[config.mk]
export PLATFORM = sky130hd
export DESIGN_NAME = switch_debouncer
export DESIGN_NICKNAME = d
export VERILOG_FILES = /design/src/rtl/switch_debouncer_pkg.sv /design/src/rtl/debounce_bit.sv /design/src/rtl/switch_debouncer.sv
export SDC_FILE = /design/constraint.sdc
export NUM_CORES = 2
export LEC_CHECK = 0
export ABC_AREA = 1
export ABC_CLOCK_PERIOD_IN_PS = 3200
export BUFFER_PORTS_ARGS = -buffer_cell sky130_fd_sc_hd__buf_4
export CAP_MARGIN = 20
export CELL_PAD_IN_SITES_DETAIL_PLACEMENT = 1
export CELL_PAD_IN_SITES_GLOBAL_PLACEMENT = 1
export CORE_MARGIN = 2
export CORE_UTILIZATION = 45
export CTS_BUF_LIST = sky130_fd_sc_hd__clkbuf_4 sky130_fd_sc_hd__clkbuf_8
export DETAILED_ROUTE_END_ITERATION = 6
export HOLD_SLACK_MARGIN = 0.02
export PLACE_DENSITY = 0.79
export SLEW_MARGIN = 0
export SYNTH_ARGS = -nofsm -noshare
export SYNTH_HDL_FRONTEND = slang
export SYNTH_HIERARCHICAL = 1
export SYNTH_SLANG_ARGS = --single-unit
[constraint.sdc]
create_clock -name clk -period 3.2 [get_ports clk]
set_input_delay 0.16 -clock clk [delete_from_list [all_inputs] [get_ports clk]]
set_output_delay 0.16 -clock clk [all_outputs]
set_load 0.02 [all_outputs]
[src/rtl/switch_debouncer_pkg.sv]
// Shared constants and helpers for the switch debouncer.
// Counter width is derived here so every bit uses the same sizing rule.
package switch_debouncer_pkg;

    localparam int DEBOUNCE_CYCLES_DEFAULT = 500000;
    localparam int SIM_DEBOUNCE_CYCLES     = 4;

    // Wide enough to hold DEBOUNCE_CYCLES-1; never narrower than one bit.
    function automatic int cnt_width(input int cycles);
        int w;
        w = $clog2(cycles);
        if (w < 1) begin
            w = 1;
        end
        return w;
    endfunction

endpackage

[src/rtl/debounce_bit.sv]
// One debounced input: 2-flop synchronizer, steady-time counter,
// accepted level flop and registered rise/fall pulses.
module debounce_bit
    import switch_debouncer_pkg::*;
#(
    parameter int DEBOUNCE_CYCLES = SIM_DEBOUNCE_CYCLES
) (
    input  logic clk_i,
    input  logic rst_i,
    input  logic raw_i,
    output logic stable_o,
    output logic rise_o,
    output logic fall_o
);

    localparam int               CNT_W    = cnt_width(DEBOUNCE_CYCLES);
    localparam logic [CNT_W-1:0] CNT_LAST = CNT_W'(DEBOUNCE_CYCLES - 1);

    logic             sync1_q;
    logic             sync2_q;
    logic [CNT_W-1:0] cnt_q;
    logic [CNT_W-1:0] cnt_d;
    logic             stable_q;
    logic             stable_d;
    logic             rise_q;
    logic             rise_d;
    logic             fall_q;
    logic             fall_d;
    logic             differ;
    logic             accept;

    // Accept on the D-th consecutive differing sample; the counter stops at
    // CNT_LAST and returns to zero on acceptance or on any matching sample.
    always_comb begin
        differ   = sync2_q ^ stable_q;
        accept   = differ && (cnt_q == CNT_LAST);
        cnt_d    = '0;
        if (differ && !accept) begin
            cnt_d = cnt_q + CNT_W'(1);
        end
        stable_d = accept ? sync2_q : stable_q;
        rise_d   = accept && sync2_q;
        fall_d   = accept && !sync2_q;
    end

    always_ff @(posedge clk_i or posedge rst_i) begin
        if (rst_i) begin
            sync1_q  <= 1'b0;
            sync2_q  <= 1'b0;
            cnt_q    <= '0;
            stable_q <= 1'b0;
            rise_q   <= 1'b0;
            fall_q   <= 1'b0;
        end else begin
            sync1_q  <= raw_i;
            sync2_q  <= sync1_q;
            cnt_q    <= cnt_d;
            stable_q <= stable_d;
            rise_q   <= rise_d;
            fall_q   <= fall_d;
        end
    end

    assign stable_o = stable_q;
    assign rise_o   = rise_q;
    assign fall_o   = fall_q;

endmodule

[src/rtl/switch_debouncer.sv]
// N_IN-wide switch/key debouncer with per-bit edge pulses, sticky event
// flags cleared by evt_clear, and a registered any-event summary.
module switch_debouncer
    import switch_debouncer_pkg::*;
#(
    parameter int N_IN            = 32,
    parameter int DEBOUNCE_CYCLES = DEBOUNCE_CYCLES_DEFAULT
) (
    input  logic            clk,
    input  logic            reset,
    input  logic [N_IN-1:0] raw_in,
    input  logic            evt_clear,
    output logic [N_IN-1:0] stable_out,
    output logic [N_IN-1:0] rise_pulse,
    output logic [N_IN-1:0] fall_pulse,
    output logic [N_IN-1:0] evt_pending,
    output logic            any_evt
);

    logic [N_IN-1:0] evt_pending_q;
    logic [N_IN-1:0] evt_pending_d;
    logic            any_evt_q;
    logic            any_evt_d;

    for (genvar i = 0; i < N_IN; i++) begin : g_bit
        debounce_bit #(
            .DEBOUNCE_CYCLES(DEBOUNCE_CYCLES)
        ) u_bit (
            .clk_i   (clk),
            .rst_i   (reset),
            .raw_i   (raw_in[i]),
            .stable_o(stable_out[i]),
            .rise_o  (rise_pulse[i]),
            .fall_o  (fall_pulse[i])
        );
    end

    // A new edge on a bit wins over a coincident clear of that bit.
    always_comb begin
        evt_pending_d = (evt_pending_q & ~{N_IN{evt_clear}}) | rise_pulse | fall_pulse;
        any_evt_d     = |evt_pending_q;
    end

    always_ff @(posedge clk or posedge reset) begin
        if (reset) begin
            evt_pending_q <= '0;
            any_evt_q     <= 1'b0;
        end else begin
            evt_pending_q <= evt_pending_d;
            any_evt_q     <= any_evt_d;
        end
    end

    assign evt_pending = evt_pending_q;
    assign any_evt     = any_evt_q;

endmodule

==> results.md <==
- Run status: complete, no violations
- Top cell types by occurrence after synthesis: sky130_fd_sc_hd__nor2_1, sky130_fd_sc_hd__nand2_1, sky130_fd_sc_hd__dfrtp_1
- Mean instance size in the synthesized netlist: 7.75 um2
- CTS tree: built
- Number of global-route vias before repair: 38200
- Die width: 312 um
- Placer's final routability congestion estimate: 0.839
- Share of the synthesized area in the top cell type: 47.0%
- Number of instances in the synthesized netlist: 5506
- Total via count after detailed routing: 35600
- Leading register cell type out of synthesis: sky130_fd_sc_hd__dfrtp_1
- Post-DP HPWL: 79800 um
- Post-CTS repair timing setup buffer count: 0
- Endpoint arrival time on the critical path: 2.39 ns
- Final antenna-violating net count: 0
- Minimum clock period after layout: 1.71 ns
- Fraction of final layout cells sized beyond drive strength 1: 10.0%
- Leading area contributor after synthesis: sky130_fd_sc_hd__dfrtp_1
- Full die area: 97300 um2
- Area growth from synthesis to layout: 15.0%
- Cell count after placement: 6888
- Global-route usage over all layers: 23.3%
- Post-Layout Cell Count: 7229
- First-pass GRT wire length: 188000 um
- CTS-repair resized insts: 0
- Layout net count: 5927
- Net Count, Synth: 5573
- Achievable frequency: 583 MHz
- Number of max-slew violations in the final report: 0
- Total power density per cell area: 445 nW/um2
- CTS clock-pin slew for the worst setup and hold paths: 0.06 ns
- Syn. warnings: 6
- Count of distinct cell types in the synthesized netlist: 22
- Rel. slew slack: 35.6%
- Detail-routed net length per standard cell: 15.4 um
- Area of the placeable core: 93600 um2
- Top area cells in the synthesized netlist: sky130_fd_sc_hd__dfrtp_1, sky130_fd_sc_hd__nor2_1, sky130_fd_sc_hd__nand2_1, sky130_fd_sc_hd__xor2_1, sky130_fd_sc_hd__inv_1
- Count of fill cells added during filler insertion: 11700
- Worst-margin pin slew: 0.964 ns
- Unrepaired setup endpoints after global routing: false
- Post-CTS Hold Buffers: 66
- Number of buffers added by the clock tree synthesis step: 148
- Number of vias per cell after detailed routing: 4.92
- Class of the tightest hold or removal check: input pin to async pin
- Most frequently used cell type in the post-synthesis netlist: sky130_fd_sc_hd__nor2_1
- Critical Path Sink Type: flop
- First drt pass iteration count: 4
- Data required, critical path: 3.88 ns
- Post-synth EDFFs: 0
- First DRT Iteration DRCs: 1518
- Initial Util: 45.6%
- Antenna violations before repair: 5
- CP startpoint kind: flop
- Num rows: 112
- Post-synthesis async set-or-reset flop share: 100%
- Share of the cycle needed by the critical path after routing: 53.6%
- Final TNS setup: 0 ns
- Root buffer cell: sky130_fd_sc_hd__clkbuf_8
- Die Height: 312 um
- Number of hold violations in the final report: 0
- Largest net degree at the start of global routing: 34
- Final count of negative-setup-slack endpoints: 0
- Summed instance area of the synthesized netlist: 42700 um2
- IR drop worst, VDD: 328 uV
- Worst skew pair latency: 0.81 ns
- Maximum net fanout on the critical path: 19
- Sum of routed wire length over all layers: 111000 um
- Pleak: 22.3 nW
- H-tree lvl count: 4
- Ports: 164
- Class of the most critical setup path: flop to flop
- # Max-Cap Violations: 0
- Sequential-to-total area share from yosys stat: 47.0%
- Count of clock tree sinks: 801
- Post-synthesis register bit count: 801
- Number of port buffers: 163
- Max Root-Sink Buffers: 3
- Congestion Overflow GR: 0
- Number of DRC violations after detailed routing: 0
- Largest clock skew in the final design: 0.0370 ns
## cell type report
type                    instances  area, um2  share of cell area [%]
repair buffers                239       2100                    4.27
flip-flops and latches        801      20000                    40.8
clock buffers                 228       2880                    5.86
clock inverters                36        354                   0.721
diodes                          1       2.50                 0.00510
inverters                     609       2290                    4.66
multi-input cells            4061      19900                    40.4
well taps                    1254       1570                    3.20
## layer usage
metal | track usage [%] | vias up | wire length (um) | share of wire (%)
met4 | 6.77 | 4 | 2350 | 2.1
met5 | 0 | - | 22 | 0.020
li1 | - | 17700 | - | -
met2 | 39.9 | 358 | 54000 | 49
met1 | 29.8 | 17400 | 50200 | 45
met3 | 4.85 | 159 | 4530 | 4.1
## worst max-delay path, stage by stage (launching register included)
cell and delay, ns:
sky130_fd_sc_hd__dfrtp_1 0.46, sky130_fd_sc_hd__ha_1 0.31, sky130_fd_sc_hd__nand2_2 0.13, sky130_fd_sc_hd__nor3_4 0.17
sky130_fd_sc_hd__nand3_2 0.17, sky130_fd_sc_hd__nand2_4 0.24, sky130_fd_sc_hd__nor2_1 0.09
## sequential cells by signal, summed over array words and instances (netlist names)
name and cells:
g_bit.u_bit/sync1_q 32, any_evt 1, g_bit.u_bit/sync2_q 32, g_bit.u_bit/stable_o 32, g_bit.u_bit/fall_o 32, evt_pending 32, g_bit.u_bit/cnt_q 608, g_bit.u_bit/rise_o 32
## path summary, 6_finish.rpt
check / from / end / slack, ns / cells past startpoint
max: g_bit[16].u_bit/cnt_q[0]$_DFF_PP0_ / g_bit[16].u_bit/cnt_q[10]$_DFF_PP0_ / 1.49 / 6
max reg2reg: g_bit[16].u_bit/cnt_q[0]$_DFF_PP0_ / g_bit[16].u_bit/cnt_q[10]$_DFF_PP0_ / 1.49 / 6
max in group asynchronous: reset / g_bit[26].u_bit/cnt_q[15]$_DFF_PP0_ / 2.04 / 3
min in group clk: g_bit[12].u_bit/sync1_q$_DFF_PP0_ / g_bit[12].u_bit/sync2_q$_DFF_PP0_ / 0.34 / 0
min reg2reg: g_bit[12].u_bit/sync1_q$_DFF_PP0_ / g_bit[12].u_bit/sync2_q$_DFF_PP0_ / 0.34 / 0
min: reset / g_bit[14].u_bit/cnt_q[3]$_DFF_PP0_ / 0.18 / 3
## through the flow
step           utilization (%)  hold WS [ns]  setup slack (ns)  power, mW  cell area (um2)
2_1_floorplan                -         0.175              1.78       11.1            42700
3_3_place_gp              48.0         0.269              1.60       11.3            45000
3_5_place_dp              48.0         0.271              1.53       11.3            45000
4_1_cts                   52.2         0.277              1.44       22.2            48900
5_1_grt                   52.4         0.152              1.35       22.8            49100
6_report                  52.4         0.177              1.49       21.8            49100
## cells in the final DEF (no fill, tap or decap), types with 42 or more instances in the layout
cell                            Yosys  routed
sky130_fd_sc_hd__nor2_1          1420    1420
sky130_fd_sc_hd__nand2_1         1328    1328
sky130_fd_sc_hd__dfrtp_1          801     801
sky130_fd_sc_hd__inv_1            609     608
sky130_fd_sc_hd__nand3_1          384     384
sky130_fd_sc_hd__xor2_1           320     320
sky130_fd_sc_hd__clkbuf_8           0     186
sky130_fd_sc_hd__buf_4              0     163
sky130_fd_sc_hd__and2_1           128     128
sky130_fd_sc_hd__dlygate4sd3_1      0      66
sky130_fd_sc_hd__nand4_1           65      65
sky130_fd_sc_hd__o21bai_1          64      64
sky130_fd_sc_hd__clkbuf_4           0      42
## logic make-up after synthesis
group / Yosys count / synth area share, %
adders and majority gates: 32 / 0.938
DFF: 801 / 47.0
and+or+nand+nor: 3549 / 36.5
AOI/OAI and AO/OA: 128 / 1.88
xor gates and xnor gates: 352 / 7.22
buffers and inverters: 644 / 6.52
## where the power goes
part	internal [mW]	switching [mW]
Clock	6.08	4.54
Sequential	10.3	0.145
Combinational	0.246	0.552
Total	16.6	5.23
No activity file was read; power rests on OpenSTA's default activity.
